## config.mk

```make
export PLATFORM = sky130hd
export DESIGN_NAME = clk_gen_ctrl
export DESIGN_NICKNAME = d
export VERILOG_FILES = /design/src/rtl/clk_gen_ctrl.sv
export SDC_FILE = /design/constraint.sdc
export NUM_CORES = 1
export LEC_CHECK = 0
export CAP_MARGIN = 20
export CORE_MARGIN = 2
export CORE_UTILIZATION = 55
export DETAILED_ROUTE_END_ITERATION = 8
export PLACE_DENSITY = 0.8
export SYNTH_ARGS = -nofsm -noshare
export SYNTH_HDL_FRONTEND = slang
export SYNTH_SLANG_ARGS = --single-unit
```

## constraint.sdc

```tcl
create_clock -name clk -period 3.68 [get_ports clk]
set_input_delay 0.736 -clock clk [delete_from_list [all_inputs] [get_ports clk]]
set_output_delay 0.736 -clock clk [all_outputs]
set_load 0.01 [all_outputs]
```

## src/rtl/clk_gen_ctrl.sv

```systemverilog
// Programmable gated/divided clock generator: counted or free-running output
// periods with a start/stop handshake, edge strobes and a completed-period count.
module clk_gen_ctrl #(
  parameter int HALF_W = 16,
  parameter int CNT_W  = 8
) (
  input  logic              clk,
  input  logic              rst,
  input  logic [HALF_W-1:0] cfg_half,
  input  logic [CNT_W-1:0]  cfg_count,
  input  logic              start,
  input  logic              stop,
  output logic              clk_out,
  output logic              rise_pulse,
  output logic              fall_pulse,
  output logic              busy,
  output logic              done,
  output logic              err,
  output logic [CNT_W-1:0]  period_cnt
);

  typedef enum logic {
    IDLE = 1'b0,
    RUN  = 1'b1
  } state_t;

  state_t              state_reg, state_next;
  logic [HALF_W-1:0]   half_cfg_reg, half_cfg_next;
  logic [HALF_W-1:0]   half_cnt_reg, half_cnt_next;
  logic [CNT_W-1:0]    count_cfg_reg, count_cfg_next;
  logic [CNT_W-1:0]    period_cnt_reg, period_cnt_next;
  logic                stop_pending_reg, stop_pending_next;
  logic                clk_out_reg, clk_out_next;
  logic                rise_reg, rise_next;
  logic                fall_reg, fall_next;
  logic                done_reg, done_next;
  logic                err_reg, err_next;

  logic                start_ok;
  logic                phase_end;
  logic                low_end;
  logic [CNT_W-1:0]    new_count;
  logic                finish;

  assign start_ok  = (state_reg == IDLE) && start && (cfg_half != '0);
  assign phase_end = (state_reg == RUN) && (half_cnt_reg == half_cfg_reg - HALF_W'(1));
  assign low_end   = phase_end && !clk_out_reg;
  assign new_count = period_cnt_reg + CNT_W'(1);
  // A stop sampled on the closing edge of a period counts just like a pending one.
  assign finish    = low_end &&
                     (((count_cfg_reg != '0) && (new_count == count_cfg_reg)) ||
                      stop_pending_reg || stop);

  always_ff @(posedge clk) begin
    if (rst) begin
      state_reg        <= IDLE;
      half_cfg_reg     <= '0;
      half_cnt_reg     <= '0;
      count_cfg_reg    <= '0;
      period_cnt_reg   <= '0;
      stop_pending_reg <= 1'b0;
      clk_out_reg      <= 1'b0;
      rise_reg         <= 1'b0;
      fall_reg         <= 1'b0;
      done_reg         <= 1'b0;
      err_reg          <= 1'b0;
    end else begin
      state_reg        <= state_next;
      half_cfg_reg     <= half_cfg_next;
      half_cnt_reg     <= half_cnt_next;
      count_cfg_reg    <= count_cfg_next;
      period_cnt_reg   <= period_cnt_next;
      stop_pending_reg <= stop_pending_next;
      clk_out_reg      <= clk_out_next;
      rise_reg         <= rise_next;
      fall_reg         <= fall_next;
      done_reg         <= done_next;
      err_reg          <= err_next;
    end
  end

  always_comb begin
    state_next = state_reg;
    case (state_reg)
      IDLE:    if (start_ok) state_next = RUN;
      RUN:     if (finish)   state_next = IDLE;
      default: state_next = IDLE;
    endcase
  end

  always_comb begin
    half_cfg_next     = half_cfg_reg;
    half_cnt_next     = half_cnt_reg;
    count_cfg_next    = count_cfg_reg;
    period_cnt_next   = period_cnt_reg;
    stop_pending_next = stop_pending_reg;
    clk_out_next      = clk_out_reg;
    rise_next         = 1'b0;
    fall_next         = 1'b0;
    done_next         = 1'b0;
    err_next          = 1'b0;
    case (state_reg)
      IDLE: begin
        stop_pending_next = 1'b0;
        clk_out_next      = 1'b0;
        if (start_ok) begin
          half_cfg_next   = cfg_half;
          count_cfg_next  = cfg_count;
          half_cnt_next   = '0;
          period_cnt_next = '0;
          clk_out_next    = 1'b1;
          rise_next       = 1'b1;
        end else if (start) begin
          err_next = 1'b1;
        end
      end
      RUN: begin
        if (stop) stop_pending_next = 1'b1;
        if (phase_end) begin
          half_cnt_next = '0;
          if (clk_out_reg) begin
            clk_out_next = 1'b0;
            fall_next    = 1'b1;
          end else begin
            period_cnt_next = new_count;
            if (finish) begin
              done_next         = 1'b1;
              stop_pending_next = 1'b0;
            end else begin
              clk_out_next = 1'b1;
              rise_next    = 1'b1;
            end
          end
        end else begin
          half_cnt_next = half_cnt_reg + HALF_W'(1);
        end
      end
      default: ;
    endcase
  end

  assign clk_out    = clk_out_reg;
  assign rise_pulse = rise_reg;
  assign fall_pulse = fall_reg;
  assign busy       = (state_reg == RUN);
  assign done       = done_reg;
  assign err        = err_reg;
  assign period_cnt = period_cnt_reg;

endmodule

```

==> results.yml <==
finish:
  layout.nets: 458
  layout-drive-gt1-share_pct: 5.841
  antenna_cells: 0
  area_growth_pct: 17.46
  final_util_pct: 66.48
  final_area_sq_um: 3661
critical_path:
  r2r-end: "period_cnt[0]"
  crit_path_max_fanout: 8
  startpoint: "half_cfg_reg[0]"
  endpoint: "period_cnt[0]"
  path_class: "flip-flop to flip-flop"
  reg2regPathDepth: 10
  r2r-start: "half_cfg_reg[0]"
  cp.arrival_ns: 3.29
  start_kind: "flip-flop"
  rrSetupSlack_ns: 0.63
  crit_path_end_kind: "flip-flop"
  critPathRequiredTime_ns: 3.91
job:
  cap_viol_max_count: 0
route:
  first_iter_violations: 187
  drtAntennaViolNets: 0
  post_drt_via_cell_ratio: 5.860
  wl_um: 7721
  first_pass_iters: 4
  num_vias: 2930
  remaining_drc_errors: 0
  drt-wirelength-per-cell_um: 15.44
global_routing:
  grt_first_pass_wirelength_um: 13000
  grt_remaining_overflow: 0
  grt_max_degree: 34
  grt_usage_pct: 26.24
  grt_pass1_vias: 2694
  antenna_found_initial: 0
power_and_ir_drop:
  pwr-share-comb_pct: 20.0
  ir_drop_mv: 0.2108
  intPower_mw: 0.8604
  p_sw_mw: 0.3612
  p_seq_share_pct: 53.0
  report.power.total_mw: 1.222
  p_leak_nw: 1.305
  power.density_nw_per_um2: 333.7
  switching_share_pct: 29.57
  power_frac_clock_pct: 27.0
synth:
  ys_types: 61
  ys_top_cells_by_area: "dfxtp_1 (35%), nand2_1 (8.3%), a21oi_1 (6.7%), xnor2_1 (6.7%), xor2_1 (2.5%)"
  synth-async-reset-ratio_pct: 0
  netlist_area_sq_um: 3117
  netlist_instances: 391
  synthTopCellsByCount: "nand2_1 (69), dfxtp_1 (55), a21oi_1 (42)"
  ys_seq_area_share_pct: 35.33
  ys_warn_count: 0
  synth-seq-cells: 55
  synth_edf_count: 0
  avgSynthCellArea_sq_um: 7.971
  synth_flop_cell: "dfxtp_1"
  yosys.area.top_type_share_pct: 35.33
  synth_top_area_cell: "dfxtp_1"
  synth.most_common_cell: "nand2_1"
  synth.net_count: 422
sta:
  finClkSkew_ns: 0.008685
  final-setup-viol-count: 0
  worstMarginPinSlew_ns: 0.5140
  drv_slew: 0
  post-route-period-util_pct: 82.91
  fmax_ghz: 0.3277
  relSlewSlack_pct: 65.42
  hold_violations: 0
  rsz0062_at_grt: "false"
  timing.hold.ws_ns: 0.4832
  fin_crit_ns: 3.051
  final.setup.tns_ns: 0
floorplan:
  core_sq_um: 5507
  die_area_sq_um: 6285
  die_w_um: 79.28
  initial_core_util_pct: 56.60
  dieHeight_um: 79.28
  rows: 27
  ios: 42
clock_tree:
  clock_sinks: 55
  cts_hold_buffers: 0
  cts.repair.resized: 0
  clk_pin_slew_ns: 0.09
  h-tree-depth: 2
  clkLatencyLatePin_ns: 0.32
  cts.root.buffer_cell: "clkbuf_8"
  numCtsBuffers: 5
  cts_tree: "built"
  clk_path_buf_depth: 2
  cts_setup_buffers: 0
outcome:
  status: "finished clean"
worst_hold_path:
  worstHoldPathType: "flip-flop to flip-flop"
  hp-start: "half_cfg_reg[15]"
place:
  routabilityCongestion: 0.9092
  dp_hpwl_um: 5888
  place_area_sq_um: 3576
  portBuffers: 41
[power by group through the flow]
stage          Combinational (mW)  Clock (mW)  Sequential [mW]
6_report                    0.245       0.330            0.647
5_1_grt                     0.270       0.367            0.651
4_1_cts                     0.243       0.338            0.647
3_5_place_dp                0.241           0            0.661
3_3_place_gp                0.236           0            0.659
2_1_floorplan               0.172           0            0.650
[cell type report]
| class | instances | area [sq um] |
|---|---|---|
| clock inverter | 2 | 12.51 |
| clock buffer | 6 | 72.57 |
| inverter | 13 | 48.80 |
| timing repair buffer | 45 | 440.4 |
| fill | 465 | 1846 |
| tap | 72 | 90.09 |
| multi-input combinational | 307 | 1896 |
| sequential | 55 | 1101 |
[cell families after synthesis]
| logic type | after synthesis | synth area share [%] |
|---|---|---|
| AO/OA/AOI/OAI | 90 | 17.99 |
| XOR/XNOR | 34 | 9.996 |
| flip-flops | 55 | 35.33 |
| buffers and inverters | 29 | 3.854 |
| adder cells (fa/ha/maj) | 3 | 1.204 |
| multiplexers | 3 | 0.9635 |
| AND/OR/NAND/NOR | 177 | 30.67 |
[worst min path at each step]
| stage | end | slack, ns | cells after the start |
|---|---|---|---|
| after floorplan | count_cfg_reg[4] | 0.45 | 2 |
| after global placement | half_cfg_reg[15] | 0.47 | 2 |
| after detailed placement | half_cfg_reg[15] | 0.47 | 2 |
| after CTS | half_cfg_reg[15] | 0.48 | 2 |
| after global routing | count_cfg_reg[4] | 0.51 | 2 |
| final | half_cfg_reg[15] | 0.48 | 2 |
[layer usage]
| layer | track usage [%] | share of wire (%) | wire length (um) | vias up |
|---|---|---|---|---|
| met5 | 0 | 0 | 0 | - |
| li1 | - | - | - | 1472 |
| met1 | 36.71 | 46 | 3552 | 1361 |
| met3 | 4.886 | 5.7 | 441 | 13 |
| met4 | 7.586 | 1.6 | 122 | 0 |
| met2 | 41.36 | 47 | 3604 | 84 |
[cells in the final DEF, fill, tap and decap left out, types with 5 or more instances in the layout]
cell type,netlist,layout
clkbuf_8,0,5
o21ai_0,9,9
a31oi_1,5,5
and3_1,11,11
clkdlybuf4s50_1,0,41
a21o_1,5,5
nand4_1,7,7
nand3_1,15,15
nand2_1,69,69
nand2b_1,8,8
xnor2_1,24,24
a21oi_1,42,42
nor2_1,20,20
or3_1,9,9
nor4_1,9,9
inv_1,13,13
nor3_1,6,6
dfxtp_1,55,55
xor2_1,9,9
[critical path, cell delays in order (launching register included)]
cell and delay [ns]:
dfxtp_1 0.38, inv_1 0.08, ha_1 0.30, or4b_1 0.51, or3_1 0.38, mux2i_1 0.16
nor3_2 0.24, nor3_1 0.10, and4_4 0.24, a311o_2 0.43, mux2i_1 0.15
[through the flow]
step | std cells | setup WS, ns
6_report | 500 | 0.6287
5_1_grt | 500 | 0.4345
4_1_cts | 500 | 0.6252
3_5_place_dp | 492 | 0.6548
2_1_floorplan | 391 | 0.9189
3_3_place_gp | 492 | 0.7871
(Power assumes the default switching activity.)
